File: config.mk
export PLATFORM = sky130hd
export DESIGN_NAME = serial_line_collector_flat
export DESIGN_NICKNAME = d
export VERILOG_FILES = /design/src/rtl/serial_line_collector_if.sv /design/src/rtl/serial_line_collector.sv /design/src/flat_wrapper.sv
export SDC_FILE = /design/constraint.sdc
export NUM_CORES = 1
export LEC_CHECK = 0
export BUFFER_PORTS_ARGS = -buffer_cell sky130_fd_sc_hd__buf_2
export CELL_PAD_IN_SITES_DETAIL_PLACEMENT = 1
export CELL_PAD_IN_SITES_GLOBAL_PLACEMENT = 1
export CORE_ASPECT_RATIO = 0.9
export CORE_MARGIN = 2
export CORE_UTILIZATION = 35
export CTS_CLUSTER_SIZE = 14
export DETAILED_ROUTE_END_ITERATION = 12
export GPL_TIMING_DRIVEN = 0
export PLACE_DENSITY = 0.61
export SLEW_MARGIN = 20
export SYNTH_ARGS = -nofsm -noshare
export SYNTH_HDL_FRONTEND = slang
export SYNTH_SLANG_ARGS = --single-unit
export TNS_END_PERCENT = 50
File: constraint.sdc
create_clock -name clk -period 4.2 [get_ports clk]
set_clock_uncertainty 0.15 [all_clocks]
set_input_delay 0.63 -clock clk [delete_from_list [all_inputs] [get_ports clk]]
set_output_delay 0.63 -clock clk [all_outputs]
set_load 0.01 [all_outputs]
File: src/rtl/serial_line_collector_if.sv
`default_nettype none
// ============================================================================
// Module   : serial_line_collector_if
// Purpose  : rx/tx handshake bundle between the RS-232 core and the collector.
// Revision : 1.0 - initial release
// ============================================================================
interface serial_line_collector_if;
    logic       rx_byte_received;
    logic [7:0] rx_data;
    logic       rx_err;
    logic       rx_read;
    logic       tx_transaction;
    logic [7:0] tx_data;
    logic       tx_data_ready;
    logic       tx_data_copied;
    logic       tx_busy;

    // master: the line collector; slave: the RS-232 receive/transmit core
    modport master (
        input  rx_byte_received, rx_data, rx_err, tx_data_copied, tx_busy,
        output rx_read, tx_transaction, tx_data, tx_data_ready
    );

    modport slave (
        output rx_byte_received, rx_data, rx_err, tx_data_copied, tx_busy,
        input  rx_read, tx_transaction, tx_data, tx_data_ready
    );
endinterface
`default_nettype wire

File: src/rtl/serial_line_collector.sv
`default_nettype none
// ============================================================================
// Module   : serial_line_collector
// Purpose  : Buffers received bytes into a line and replays it on terminator
//            or full buffer. Option macro: SERIAL_LINE_UPPERCASE_EN.
// Revision : 1.0 - initial release
// ============================================================================
module serial_line_collector #(
    parameter int         BUFFER_LEN       = 64,
    parameter logic [7:0] TERMINATOR       = 8'h0D,
    parameter int         RX_SETTLE_CYCLES = 4,
    parameter int         TX_GAP_CYCLES    = 10
) (
    input  wire logic              clk,
    input  wire logic              rst,
    serial_line_collector_if.master bus,
    output logic [15:0]            line_count,
    output logic                   line_overflow,
    output logic [7:0]             rx_err_count
);

    localparam int PTR_W    = $clog2(BUFFER_LEN) + 1;
    localparam int IDX_W    = PTR_W - 1;
    localparam int MAX_WAIT = (RX_SETTLE_CYCLES > TX_GAP_CYCLES) ? RX_SETTLE_CYCLES : TX_GAP_CYCLES;
    localparam int CNT_W    = $clog2(MAX_WAIT + 1);

    localparam logic [CNT_W-1:0] c_settle_last = CNT_W'(RX_SETTLE_CYCLES - 1);
    localparam logic [CNT_W-1:0] c_gap_last    = CNT_W'(TX_GAP_CYCLES - 1);
    localparam logic [PTR_W-1:0] c_full        = PTR_W'(BUFFER_LEN);

    typedef enum logic [2:0] {
        IDLE            = 3'd0,
        RX_SETTLE       = 3'd1,
        TX_LOAD         = 3'd2,
        TX_WAIT_COPY    = 3'd3,
        TX_WAIT_RELEASE = 3'd4,
        TX_GAP          = 3'd5,
        TX_FIN          = 3'd6
    } state_t;

    state_t           r_state, w_state_next;
    logic [PTR_W-1:0] r_wr_ptr, w_wr_ptr_next;
    logic [PTR_W-1:0] r_rd_ptr, w_rd_ptr_next;
    logic [CNT_W-1:0] r_cnt, w_cnt_next;
    logic             r_last_term, w_last_term_next;
    logic             r_rx_read, w_rx_read_next;
    logic             r_tx_transaction, w_tx_transaction_next;
    logic [7:0]       r_tx_data, w_tx_data_next;
    logic             r_tx_data_ready, w_tx_data_ready_next;
    logic [15:0]      r_line_count, w_line_count_next;
    logic             r_line_overflow, w_line_overflow_next;
    logic [7:0]       r_rx_err_count, w_rx_err_count_next;
    logic             w_buf_we;
    logic             w_unused_tx_busy;

    logic [7:0] r_buf [BUFFER_LEN];

    function automatic logic [7:0] tx_xform(input logic [7:0] b);
`ifdef SERIAL_LINE_UPPERCASE_EN
        return (b >= 8'h61 && b <= 8'h7A) ? (b - 8'h20) : b;
`else
        return b;
`endif
    endfunction

    // Line storage carries no reset; only the pointers define valid content.
    always_ff @(posedge clk) begin
        if (w_buf_we)
            r_buf[r_wr_ptr[IDX_W-1:0]] <= bus.rx_data;
    end

    always_ff @(posedge clk or posedge rst) begin
        if (rst) begin
            r_state          <= IDLE;
            r_wr_ptr         <= '0;
            r_rd_ptr         <= '0;
            r_cnt            <= '0;
            r_last_term      <= 1'b0;
            r_rx_read        <= 1'b0;
            r_tx_transaction <= 1'b0;
            r_tx_data        <= 8'h00;
            r_tx_data_ready  <= 1'b0;
            r_line_count     <= 16'h0000;
            r_line_overflow  <= 1'b0;
            r_rx_err_count   <= 8'h00;
        end else begin
            r_state          <= w_state_next;
            r_wr_ptr         <= w_wr_ptr_next;
            r_rd_ptr         <= w_rd_ptr_next;
            r_cnt            <= w_cnt_next;
            r_last_term      <= w_last_term_next;
            r_rx_read        <= w_rx_read_next;
            r_tx_transaction <= w_tx_transaction_next;
            r_tx_data        <= w_tx_data_next;
            r_tx_data_ready  <= w_tx_data_ready_next;
            r_line_count     <= w_line_count_next;
            r_line_overflow  <= w_line_overflow_next;
            r_rx_err_count   <= w_rx_err_count_next;
        end
    end

    always_comb begin
        w_state_next          = r_state;
        w_wr_ptr_next         = r_wr_ptr;
        w_rd_ptr_next         = r_rd_ptr;
        w_cnt_next            = r_cnt;
        w_last_term_next      = r_last_term;
        w_rx_read_next        = 1'b0;
        w_tx_transaction_next = r_tx_transaction;
        w_tx_data_next        = r_tx_data;
        w_tx_data_ready_next  = r_tx_data_ready;
        w_line_count_next     = r_line_count;
        w_line_overflow_next  = 1'b0;
        w_rx_err_count_next   = r_rx_err_count;
        w_buf_we              = 1'b0;

        case (r_state)
            IDLE: begin
                if (bus.rx_byte_received) begin
                    w_rx_read_next = 1'b1;
                    if (!bus.rx_err) begin
                        w_buf_we         = 1'b1;
                        w_wr_ptr_next    = r_wr_ptr + 1'b1;
                        w_last_term_next = (bus.rx_data == TERMINATOR);
                    end else if (r_rx_err_count != 8'hFF) begin
                        w_rx_err_count_next = r_rx_err_count + 1'b1;
                    end
                    w_cnt_next   = '0;
                    w_state_next = RX_SETTLE;
                end
            end
            RX_SETTLE: begin
                if (r_cnt == c_settle_last) begin
                    w_cnt_next = '0;
                    if (r_last_term || (r_wr_ptr == c_full)) begin
                        w_rd_ptr_next        = '0;
                        w_line_overflow_next = !r_last_term;
                        w_state_next         = TX_LOAD;
                    end else begin
                        w_state_next = IDLE;
                    end
                end else begin
                    w_cnt_next = r_cnt + 1'b1;
                end
            end
            TX_LOAD: begin
                w_tx_transaction_next = 1'b1;
                w_tx_data_next        = tx_xform(r_buf[r_rd_ptr[IDX_W-1:0]]);
                w_tx_data_ready_next  = 1'b1;
                w_state_next          = TX_WAIT_COPY;
            end
            TX_WAIT_COPY: begin
                if (bus.tx_data_copied) begin
                    w_tx_data_ready_next = 1'b0;
                    w_state_next         = TX_WAIT_RELEASE;
                end
            end
            TX_WAIT_RELEASE: begin
                if (!bus.tx_data_copied) begin
                    w_rd_ptr_next = r_rd_ptr + 1'b1;
                    w_cnt_next    = '0;
                    w_state_next  = TX_GAP;
                end
            end
            TX_GAP: begin
                if (r_cnt == c_gap_last) begin
                    w_cnt_next   = '0;
                    w_state_next = (r_rd_ptr == r_wr_ptr) ? TX_FIN : TX_LOAD;
                end else begin
                    w_cnt_next = r_cnt + 1'b1;
                end
            end
            TX_FIN: begin
                if (r_cnt == c_gap_last) begin
                    w_cnt_next            = '0;
                    w_tx_transaction_next = 1'b0;
                    w_line_count_next     = r_line_count + 1'b1;
                    w_wr_ptr_next         = '0;
                    w_last_term_next      = 1'b0;
                    w_state_next          = IDLE;
                end else begin
                    w_cnt_next = r_cnt + 1'b1;
                end
            end
            default: w_state_next = IDLE;
        endcase
    end

    // Transmitter busy is informational; pacing comes from tx_data_copied.
    assign w_unused_tx_busy   = bus.tx_busy;

    assign bus.rx_read        = r_rx_read;
    assign bus.tx_transaction = r_tx_transaction;
    assign bus.tx_data        = r_tx_data;
    assign bus.tx_data_ready  = r_tx_data_ready;
    assign line_count         = r_line_count;
    assign line_overflow      = r_line_overflow;
    assign rx_err_count       = r_rx_err_count;

endmodule
`default_nettype wire
File: src/flat_wrapper.sv
// flat-port wrapper written by rule: the top's interface ports become plain ports
module serial_line_collector_flat 
#(
    parameter int         BUFFER_LEN       = 64,
    parameter logic [7:0] TERMINATOR       = 8'h0D,
    parameter int         RX_SETTLE_CYCLES = 4,
    parameter int         TX_GAP_CYCLES    = 10
)
  (clk, rst, line_count, line_overflow, rx_err_count, bus_rx_byte_received, bus_rx_data, bus_rx_err, bus_tx_data_copied, bus_tx_busy, bus_rx_read, bus_tx_transaction, bus_tx_data, bus_tx_data_ready);
  serial_line_collector_if bus_i ();
  input  wire logic clk;
  input  wire logic rst;
  output logic [15:0] line_count;
  output logic line_overflow;
  output logic [7:0] rx_err_count;
  input wire logic [$bits(bus_i.rx_byte_received)-1:0] bus_rx_byte_received;
  input wire logic [$bits(bus_i.rx_data)-1:0] bus_rx_data;
  input wire logic [$bits(bus_i.rx_err)-1:0] bus_rx_err;
  input wire logic [$bits(bus_i.tx_data_copied)-1:0] bus_tx_data_copied;
  input wire logic [$bits(bus_i.tx_busy)-1:0] bus_tx_busy;
  output wire logic [$bits(bus_i.rx_read)-1:0] bus_rx_read;
  output wire logic [$bits(bus_i.tx_transaction)-1:0] bus_tx_transaction;
  output wire logic [$bits(bus_i.tx_data)-1:0] bus_tx_data;
  output wire logic [$bits(bus_i.tx_data_ready)-1:0] bus_tx_data_ready;
  assign bus_i.rx_byte_received = bus_rx_byte_received;
  assign bus_i.rx_data = bus_rx_data;
  assign bus_i.rx_err = bus_rx_err;
  assign bus_i.tx_data_copied = bus_tx_data_copied;
  assign bus_i.tx_busy = bus_tx_busy;
  assign bus_rx_read = bus_i.rx_read;
  assign bus_tx_transaction = bus_i.tx_transaction;
  assign bus_tx_data = bus_i.tx_data;
  assign bus_tx_data_ready = bus_i.tx_data_ready;
  serial_line_collector #(.BUFFER_LEN(BUFFER_LEN), .TERMINATOR(TERMINATOR), .RX_SETTLE_CYCLES(RX_SETTLE_CYCLES), .TX_GAP_CYCLES(TX_GAP_CYCLES)) u_core (.clk(clk), .rst(rst), .bus(bus_i), .line_count(line_count), .line_overflow(line_overflow), .rx_err_count(rx_err_count));
endmodule
==> impl_metrics.env, run 1 <==
export IMPL_io_pins=50
export IMPL_p_seq_frac=0.462
export IMPL_cp_data_required_time_ns=4.29
export IMPL_grt_max_degree=66
export IMPL_end_kind="flop"
export IMPL_multi_input_area_mm2=0.00553
export IMPL_cts_buffers=56
export IMPL_place_congestion=0.815
export IMPL_core_rowCount=88
export IMPL_first_global_vias=12600
export IMPL_static_leakage_power_nw=8.43
export IMPL_setup_violations=0
export IMPL_fin_crit_sh=0.891
export IMPL_wl_per_cell_um=27.7
export IMPL_finalHoldViolations=0
export IMPL_syn_avg_cell_area_um2=18.4
export IMPL_root_buffer="clkbuf_16"
export IMPL_synth_cell_types=56
export IMPL_synth_edf_count=512
export IMPL_coreArea_mm2=0.0642
export IMPL_rr_worst_depth=5
export IMPL_antenna_found_initial=0
export IMPL_register_area_mm2=0.0168
export IMPL_final_util=0.403
export IMPL_dieHeight_um=246
export IMPL_synth_seq_area_share=0.740
export IMPL_nFillCells=6225
export IMPL_fin_ws_ns=0.459
export IMPL_timing_fmax_mhz=267
export IMPL_start_util=0.354
export IMPL_synth_fp_nets=1257
export IMPL_crit_start="u_core.r_state[2]"
export IMPL_power_density_mw_per_mm2=541
export IMPL_dp_hpwl_mm=40.1
export IMPL_die_w_um=273
export IMPL_grt_pass1_wl_mm=90.4
export IMPL_power_total_w=0.0140
export IMPL_cts_setup_buffers=0
export IMPL_cp_max_fo=10
export IMPL_power_frac_comb=0.183
export IMPL_io_buffers=48
export IMPL_yosysTopAreaCell="edfxtp_1"
export IMPL_cts_buffer_depth=3
export IMPL_netlist_instances=1236
export IMPL_grt_overflow=0
export IMPL_fin_crit_ns=3.74
export IMPL_ys_flop_type="edfxtp_1"
export IMPL_synthTopCellsByCount="512 x edfxtp_1, 108 x mux4_2, 105 x nor2_1"
export IMPL_r2r_slack_ns=0.46
export IMPL_viasPerCell=5.43
export IMPL_arrival_ns=3.83
export IMPL_yosysWarnings=0
export IMPL_clk_pin_slew_ns=0.06
export IMPL_clk_latency_ns=0.61
export IMPL_cts_tree="yes"
export IMPL_nets=1366
export IMPL_place_worst_setup_slack_ns=0.161
export IMPL_clockPowerShare=0.355
export IMPL_ant_nets=0
export IMPL_min_path_cells=3
export IMPL_drt_wl_total_mm=62.2
export IMPL_drv_slew=0
export IMPL_synth_top_area_share=0.676
export IMPL_cts_resized=0
export IMPL_synth_top_cells_by_area="edfxtp_1 68%, mux4_2 11%, dfrtp_1 6.4%"
export IMPL_drt_iter0_drc=1196
export IMPL_slew_headroom=0.316
export IMPL_dr_pass1_iters=5
export IMPL_dieArea_mm2=0.0670
export IMPL_rsz0062_at_grt="no"
export IMPL_yosysMostFrequentCell="edfxtp_1"
export IMPL_synth_area_mm2=0.0227
export IMPL_worstSetupStartpointType="flop"
export IMPL_max_vdd_ir_drop_mv=0.303
export IMPL_worstReg2RegEnd="u_core.r_buf[25][5]"
export IMPL_fin_setup_tns_ns=0
export IMPL_worstMarginPinSlew_ns=1.03
export IMPL_drive_gt1_frac=0.219
export IMPL_drc=0
export IMPL_crit_type="reg -> reg"
export IMPL_htree_levels=2
export IMPL_hold_path_class="in -> reg"
export IMPL_syn_to_final_growth_pct=13.9
export IMPL_cp_endpoint="u_core.r_buf[25][5]"
export IMPL_max_cap_violations=0
export IMPL_via_count=12200
export IMPL_p_int_w=0.0101
export IMPL_p_sw_frac=0.278
export IMPL_worstReg2RegStart="u_core.r_state[2]"
export IMPL_antenna_diode_count=0
export IMPL_grt_usage=0.188
export IMPL_p_switching_w=0.00389
export IMPL_clock_sinks=570
export IMPL_synth_async_sr_flop_share=0.102
export IMPL_run_status="completed"
export IMPL_yosys_register_bits=570
[state kept, by name (all words and copies together), names as in the netlist]
register                   count
u_core.r_state                 3
u_core.bus.tx_data_ready       1
u_core.r_rd_ptr                7
u_core.rx_err_count            8
u_core.bus.tx_transaction      1
u_core.bus.rx_read             1
u_core.r_buf                 512
u_core.r_wr_ptr                7
u_core.line_count             16
u_core.line_overflow           1
u_core.bus.tx_data             8
u_core.r_cnt                   4
u_core.r_last_term             1
[through the flow]
stage | hold slack [ns] | instances | area, µm²
floorplan | 0.274 | 1236 | 22700
global placement | 0.310 | 2139 | 24000
detailed placement | 0.323 | 2141 | 24100
CTS | 0.167 | 2245 | 25900
global route | 0.188 | 2245 | 25900
finish | 0.182 | 2245 | 25900
[power groups by stage]
stage                     Combinational, W  Clock, W  Sequential [W]
after floorplan                    0.00153         0         0.00657
after global placement             0.00250         0         0.00658
after detailed placement           0.00255         0         0.00659
after CTS                          0.00257   0.00506         0.00647
after global routing               0.00272   0.00527         0.00648
final                              0.00256   0.00497         0.00647
[logic make-up (layout without fill, tap and decap cells)]
family / after synthesis / in the layout / synth area share
buf+inv: 81 / 235 / 0.0169
simple gates: 261 / 261 / 0.0547
fa+ha+maj: 7 / 7 / 0.00385
flops: 570 / 570 / 0.740
xor+xnor: 39 / 39 / 0.0150
mux: 170 / 170 / 0.136
compound gates: 108 / 108 / 0.0336
[repair_timing]
item,4_1_cts,5_1_grt
endpoints found under the hold margin,13,0
hold buffers,1,0
endpoints found under the setup margin,0,0
[placed cells by master (no fill, tap or decap), types with 12 or more instances in the layout]
master / synthesis / layout
a211oi_1: 12 / 12
buf_2: 22 / 63
buf_4: 10 / 18
clkbuf_1: 22 / 30
clkbuf_16: 0 / 57
clkinv_1: 0 / 17
clkinv_2: 0 / 12
dfrtp_1: 58 / 58
edfxtp_1: 512 / 512
inv_1: 19 / 18
mux2_2: 26 / 26
mux2i_1: 36 / 36
mux4_2: 108 / 108
nand2_1: 46 / 46
nand3_1: 19 / 19
nand4_1: 13 / 13
nor2_1: 105 / 105
nor2b_1: 19 / 19
o21ai_0: 13 / 13
o22ai_1: 27 / 27
xnor2_1: 28 / 28
[worst max-delay path: stages, from the launching register on]
cell	delay [ns]
dfrtp_1	0.44
nor4b_1	0.55
nor2b_1	0.43
clkbuf_1	0.41
nand3b_1	0.47
nor2_1	0.90
[worst min path at each step]
stage                                  start                        to  slack, ns
CTS                       bus_tx_data_copied  u_core.bus.tx_data_ready       0.17
global route              bus_tx_data_copied  u_core.bus.tx_data_ready       0.19
floorplan                  u_core.r_state[0]        u_core.bus.rx_read       0.27
finish                    bus_tx_data_copied  u_core.bus.tx_data_ready       0.18
global placement       u_core.line_count[15]     u_core.line_count[15]       0.31
detailed placement  u_core.bus.tx_data_ready  u_core.bus.tx_data_ready       0.32
[area by class of cell]
type / instances / area share
tap: 855 / 0.0413
timing repair buffer: 51 / 0.0117
inverter: 20 / 0.00300
clock inverter: 38 / 0.0127
multi-input combinational: 585 / 0.213
sequential: 570 / 0.650
buffer: 61 / 0.0119
clock buffer: 65 / 0.0562
[metal layers]
layer / track usage / vias up / part of all wire
met5: 0 / - / 0
met1: 0.280 / 6554 / 0.47
met2: 0.285 / 389 / 0.45
met3: 0.0325 / 88 / 0.059
met4: 0.0464 / 0 / 0.021
li1: - / 5158 / -
No activity file was read; power rests on OpenSTA's default activity.
==> inputs of run 2 (changes only) <==
--- a/config.mk
+++ b/config.mk
@@ -5,16 +5,18 @@
 export SDC_FILE = /design/constraint.sdc
 export NUM_CORES = 1
 export LEC_CHECK = 0
+export ABC_AREA = 1
 export BUFFER_PORTS_ARGS = -buffer_cell sky130_fd_sc_hd__buf_2
 export CELL_PAD_IN_SITES_DETAIL_PLACEMENT = 1
 export CELL_PAD_IN_SITES_GLOBAL_PLACEMENT = 1
 export CORE_ASPECT_RATIO = 0.9
 export CORE_MARGIN = 2
 export CORE_UTILIZATION = 35
+export CTS_BUF_LIST = sky130_fd_sc_hd__clkbuf_4 sky130_fd_sc_hd__clkbuf_8
 export CTS_CLUSTER_SIZE = 14
 export DETAILED_ROUTE_END_ITERATION = 12
 export GPL_TIMING_DRIVEN = 0
-export PLACE_DENSITY = 0.61
+export PLACE_DENSITY = 0.65
 export SLEW_MARGIN = 20
 export SYNTH_ARGS = -nofsm -noshare
 export SYNTH_HDL_FRONTEND = slang
==> run 2 against run 1 <==
Largest power group unchanged; synthesized cell count rose by 85%; critical endpoint is now u_core.r_buf[46][6]; final area up 7.8%; routed wire length is 30% higher; critical path depth up 2; first-iteration DRC count is 38% higher.
==> impl_metrics.env, run 2 <==
export IMPL_io_buffers=48
export IMPL_static_leakage_power_nw=11.1
export IMPL_multi_input_area_mm2=0.00633
export IMPL_syn_avg_cell_area_um2=10.7
export IMPL_finalHoldViolations=0
export IMPL_yosysTopAreaCell="edfxtp_1"
export IMPL_start_util=0.355
export IMPL_clock_sinks=570
export IMPL_antenna_found_initial=1
export IMPL_slowest_stage="nor2_1"
export IMPL_end_kind="flop"
export IMPL_critical_path_cell_chain="inv_1, nand3_2, nor2_4, nand2_1, clkinv_1, nand4_1, nor2_1"
export IMPL_dp_hpwl_mm=55.8
export IMPL_netlist_instances=2287
export IMPL_drv_slew=0
export IMPL_drive_gt1_frac=0.138
export IMPL_grt_overflow=0
export IMPL_ctsHoldBuffers=1
export IMPL_synth_async_sr_flop_share=0.102
export IMPL_dieHeight_um=255
export IMPL_viasPerCell=5.13
export IMPL_htree_levels=3
export IMPL_dr_pass1_iters=6
export IMPL_timing_fmax_mhz=311
export IMPL_first_global_vias=18400
export IMPL_register_area_mm2=0.0168
export IMPL_fin_crit_ns=3.21
export IMPL_cts_setup_buffers=0
export IMPL_fin_setup_tns_ns=0
export IMPL_die_w_um=282
export IMPL_slew_headroom=0.301
export IMPL_via_count=17700
export IMPL_yosysMostFrequentCell="nand2_1"
export IMPL_drt_iter0_drc=1648
export IMPL_grt_max_degree=66
export IMPL_nets=2462
export IMPL_grt_usage=0.228
export IMPL_clk_pin_slew_ns=0.06
export IMPL_fin_crit_sh=0.765
export IMPL_cp_data_required_time_ns=4.36
export IMPL_nFillCells=7700
export IMPL_cts_resized=0
export IMPL_final_cell_mix="783 x nand2_1, 512 x edfxtp_1, 333 x nand3_1, 170 x inv_1, 128 x nor2_1"
export IMPL_worstSetupStartpointType="flop"
export IMPL_synth_area_mm2=0.0244
export IMPL_crit_type="reg -> reg"
export IMPL_synthTopCellsByCount="783 x nand2_1, 512 x edfxtp_1, 333 x nand3_1"
export IMPL_max_cap_violations=0
export IMPL_ant_nets=0
export IMPL_place_worst_setup_slack_ns=0.954
export IMPL_synth_top_area_share=0.630
export IMPL_cts_tree="yes"
export IMPL_syn_to_final_growth_pct=14.4
export IMPL_worstMarginPinSlew_ns=1.04
export IMPL_arrival_ns=3.37
export IMPL_layout_commonest_cell="nand2_1"
export IMPL_root_buffer="clkbuf_8"
export IMPL_run_status="completed"
export IMPL_drc=0
export IMPL_cts_buffers=97
export IMPL_cts_buffer_depth=3
export IMPL_max_vdd_ir_drop_mv=0.244
export IMPL_io_pins=50
export IMPL_synth_seq_area_share=0.689
export IMPL_largest_reg_flops=512
export IMPL_coreArea_mm2=0.0688
export IMPL_grt_pass1_wl_mm=119
export IMPL_dieArea_mm2=0.0719
export IMPL_yosysWarnings=0
export IMPL_drt_wl_total_mm=80.9
export IMPL_power_density_mw_per_mm2=563
export IMPL_yosys_register_bits=570
export IMPL_cp_max_fo=9
export IMPL_synth_edf_count=512
export IMPL_core_rowCount=91
export IMPL_place_congestion=0.931
export IMPL_setup_violations=0
export IMPL_rsz0062_at_grt="no"
export IMPL_synth_cell_types=37
export IMPL_cpPeakStageDelay_ns=1.00
export IMPL_clk_latency_ns=0.72
export IMPL_ys_flop_type="edfxtp_1"
export IMPL_wl_per_cell_um=23.4
export IMPL_hold_path_class="in -> reg"
export IMPL_synth_fp_nets=2308
export IMPL_synth_top_cells_by_area="edfxtp_1 63%, nand2_1 12%, nand3_1 6.8%"
export IMPL_fin_ws_ns=0.987
-- run 2: cell count changes in the layout (fill, tap and decap cells not counted), sizes merged, moves of 36 or more --
cell,delta
mux2i,-36
a21oi,+38
nand2,+742
buf,+59
inv,+163
mux4,-108
nand3,+318
clkbuf,+66
-- run 2: area by class of cell --
type	count	share of cell area
Sequential cell	570	0.603
Multi-Input combinational cell	1425	0.227
Antenna cell	1	0.0000896
Inverter	184	0.0249
Clock buffer	139	0.0598
Tap cell	930	0.0417
Clock inverter	41	0.00986
Buffer	108	0.0204
Timing Repair Buffer	55	0.0138
-- run 2: path summary, 6_finish.rpt --
| check | startpoint | to | slack [ns] | depth (start not counted) |
|---|---|---|---|---|
| max in group asynchronous | rst | u_core.r_wr_ptr[3] | 3.12 | 4 |
| hold / removal | bus_rx_byte_received | u_core.bus.rx_read | 0.06 | 3 |
| setup / recovery | u_core.r_state[1] | u_core.r_buf[46][6] | 0.99 | 7 |
| min in group asynchronous | rst | u_core.rx_err_count[3] | 0.25 | 3 |
| setup reg to reg | u_core.r_state[1] | u_core.r_buf[46][6] | 0.99 | 7 |
| hold reg to reg | u_core.bus.tx_transaction | u_core.bus.tx_transaction | 0.33 | 2 |
-- run 2: cell families after synthesis --
kind of cell             count (synthesis)  synth area share
AND/OR/NAND/NOR                       1302             0.226
flip-flops                             570             0.689
buffers and inverters                  292            0.0517
XOR/XNOR                                34            0.0122
adder cells (fa/ha/maj)                  7           0.00359
AO/OA/AOI/OAI                           82            0.0174
-- run 2: worst max-delay path, delay by kind of cell (launching register included) --
kind / cells / cell delay [ns]
buf+inv: 2 / 0.38
simple gates: 5 / 1.92
flops: 1 / 0.40
-- run 2: where the power goes --
| group | total [W] | internal [W] | switching (W) |
|---|---|---|---|
| Clock | 0.00505 | 0.00271 | 0.00235 |
| Combinational | 0.00417 | 0.00107 | 0.00310 |
| Sequential | 0.00648 | 0.00633 | 0.000151 |
-- run 2: routing by layer --
layer  track usage  vias to the layer above  share of wire  routed length, µm
met5             0                        -              0                  0
met2         0.357                      611           0.45              36700
met3        0.0446                      139          0.069               5580
li1              -                     7996              -                  -
met1         0.317                     8966           0.45              36100
met4        0.0800                        0          0.031               2480
-- run 2: through the flow --
step	total power [W]	cell area, µm²	util	std cells	hold slack (ns)
after floorplan	0.00889	24400	-	2287	0.281
after global placement	0.0106	25800	0.375	3265	0.311
after detailed placement	0.0107	26000	0.377	3271	0.322
after CTS	0.0158	27900	0.406	3452	0.0178
after global routing	0.0164	27900	0.406	3453	0.0249
final	0.0157	27900	0.406	3453	0.0630
==> inputs of run 3 (changes only) <==
--- a/config.mk
+++ b/config.mk
@@ -5,7 +5,7 @@
 export SDC_FILE = /design/constraint.sdc
 export NUM_CORES = 1
 export LEC_CHECK = 0
-export ABC_AREA = 1
+export ABC_AREA = 0
 export BUFFER_PORTS_ARGS = -buffer_cell sky130_fd_sc_hd__buf_2
 export CELL_PAD_IN_SITES_DETAIL_PLACEMENT = 1
 export CELL_PAD_IN_SITES_GLOBAL_PLACEMENT = 1
@@ -16,7 +16,7 @@
 export CTS_CLUSTER_SIZE = 14
 export DETAILED_ROUTE_END_ITERATION = 12
 export GPL_TIMING_DRIVEN = 0
-export PLACE_DENSITY = 0.65
+export PLACE_DENSITY = 0.63
 export SLEW_MARGIN = 20
 export SYNTH_ARGS = -nofsm -noshare
 export SYNTH_HDL_FRONTEND = slang
==> constraint.sdc (replaced) <==
create_clock -name clk -period 2.77 [get_ports clk]
set_clock_uncertainty 0.15 [all_clocks]
set_input_delay 0.4155 -clock clk [delete_from_list [all_inputs] [get_ports clk]]
set_output_delay 0.4155 -clock clk [all_outputs]
set_load 0.01 [all_outputs]
==> run 3 against run 2 <==
Sequential share of layout area is 2.2 points higher; final cell count fell by 33%; non-clock buffer count shrank 34; flip-flop and latch count is the same; maximum frequency rose by 18%; critical endpoint is now u_core.bus.tx_data[5]; largest power group unchanged; highest routed layer unchanged.
==> impl_metrics.env, run 3 (synthesis results as in run 1) <==
export IMPL_cts_buffers=90
export IMPL_fin_crit_ns=2.72
export IMPL_whs_ns=0.105
export IMPL_die_w_um=273
export IMPL_max_vdd_ir_drop_mv=0.374
export IMPL_crit_type="reg -> reg"
export IMPL_cp_data_required_time_ns=3.21
export IMPL_root_buffer="clkbuf_8"
export IMPL_drv_slew=0
export IMPL_finish_instance_area_mm2=0.0269
export IMPL_arrival_ns=3.16
export IMPL_core_rowCount=88
export IMPL_finalHoldViolations=0
export IMPL_antenna_diode_count=0
export IMPL_run_status="completed"
export IMPL_timing_fmax_mhz=367
export IMPL_fin_crit_sh=0.983
export IMPL_clk_latency_ns=0.67
export IMPL_drc=0
export IMPL_nets=1417
export IMPL_grt_max_degree=66
export IMPL_via_count=12600
export IMPL_fin_ws_ns=0.0475
export IMPL_max_cap_violations=0
export IMPL_clock_sinks=570
export IMPL_clk_pin_slew_ns=0.06
export IMPL_place_worst_setup_slack_ns=-1.18
export IMPL_worstSetupStartpointType="flop"
export IMPL_cts_tree="yes"
export IMPL_grt_usage=0.190
export IMPL_place_congestion=0.819
export IMPL_htree_levels=3
export IMPL_io_buffers=48
export IMPL_first_global_vias=13000
export IMPL_fin_setup_tns_ns=0
export IMPL_grt_overflow=0
export IMPL_cts_buffer_depth=3
export IMPL_place_area_mm2=0.0241
export IMPL_static_leakage_power_nw=8.73
export IMPL_dr_pass1_iters=5
export IMPL_wl_per_cell_um=27.3
export IMPL_drt_iter0_drc=1239
export IMPL_power_density_mw_per_mm2=785
export IMPL_worstMarginPinSlew_ns=0.822
export IMPL_drt_wl_total_mm=63.5
export IMPL_antenna_found_initial=1
export IMPL_viasPerCell=5.41
export IMPL_final_cell_mix="512 x edfxtp_1, 108 x mux4_2, 96 x clkbuf_8, 61 x nor2_4, 57 x dfrtp_1"
export IMPL_setup_violations=0
export IMPL_dieArea_mm2=0.0670
export IMPL_rsz0062_at_grt="yes"
export IMPL_dp_hpwl_mm=39.9
export IMPL_drive_gt1_frac=0.342
export IMPL_cp_max_fo=10
export IMPL_io_pins=50
export IMPL_ant_nets=0
export IMPL_layout_commonest_cell="edfxtp_1"
export IMPL_coreArea_mm2=0.0642
export IMPL_final_util=0.419
export IMPL_syn_to_final_growth_pct=18.4
export IMPL_largest_reg_flops=512
export IMPL_start_util=0.354
export IMPL_slew_headroom=0.452
export IMPL_grt_pass1_wl_mm=91.6
export IMPL_end_kind="flop"
export IMPL_hold_path_class="in -> reg"
export IMPL_dieHeight_um=246
[run 3: worst max-delay path, cell delays in order, from the launching register on]
cell	delay [ns]
dfrtp_1	0.47
buf_4	0.28
buf_4	0.28
inv_1	0.19
buf_4	0.25
mux2i_1	0.18
a211oi_2	0.46
nor3_2	0.13
a31oi_1	0.20
[run 3: path summary, 6_finish.rpt]
path / startpoint / slack, ns / cells past startpoint / end
worst max-delay path: u_core.r_rd_ptr[2] / 0.05 / 8 / u_core.bus.tx_data[5]
worst min-delay path: bus_rx_err / 0.10 / 3 / u_core.rx_err_count[0]
worst max register to register: u_core.r_rd_ptr[2] / 0.05 / 8 / u_core.bus.tx_data[5]
worst min register to register: u_core.bus.tx_data_ready / 0.33 / 1 / u_core.bus.tx_data_ready
max in group asynchronous: rst / 1.35 / 5 / u_core.r_rd_ptr[1]
min in group asynchronous: rst / 0.62 / 4 / u_core.rx_err_count[5]
[run 3: what timing repair did]
item                                   in CTS  in global routing
gates resized for setup                   180                 42
pin swaps                                   7                 10
setup endpoints to repair                 526                381
buffers inserted                            9                  8
hold buffers                                4                  0
endpoints found under the hold margin      60                  0
[run 3: through the flow]
stage | power (W) | std cells
final | 0.0211 | 2324
after detailed placement | 0.0138 | 2141
after floorplan | 0.0123 | 1236
after global placement | 0.0137 | 2139
after global routing | 0.0219 | 2324
after CTS | 0.0212 | 2316
[run 3: power breakdown]
part / total, W / switching (W) / internal, W / leakage, nW
clock: 0.00702 / 0.00330 / 0.00373 / 0.935
sequential: 0.00983 / 0.000209 / 0.00962 / 5.37
combinational: 0.00427 / 0.00273 / 0.00154 / 2.43
[run 3: final cells by class]
| cell class | count | area, µm² |
|---|---|---|
| buffer | 58 | 395 |
| inverter | 20 | 77.6 |
| tap | 855 | 1070 |
| timing repair buffer | 71 | 573 |
| clock inverter | 29 | 125 |
| clock buffer | 136 | 1620 |
| fill | 6229 | 37300 |
| multi-input combinational | 585 | 6230 |
| sequential | 570 | 16800 |
[run 3: metal layers]
| layer | GRT usage | share of wire | wire (µm) |
|---|---|---|---|
| met2 | 0.293 | 0.47 | 29600 |
| met3 | 0.0387 | 0.073 | 4660 |
| met5 | 0 | 0 | 0 |
| met4 | 0.0451 | 0.020 | 1250 |
| met1 | 0.277 | 0.44 | 28000 |
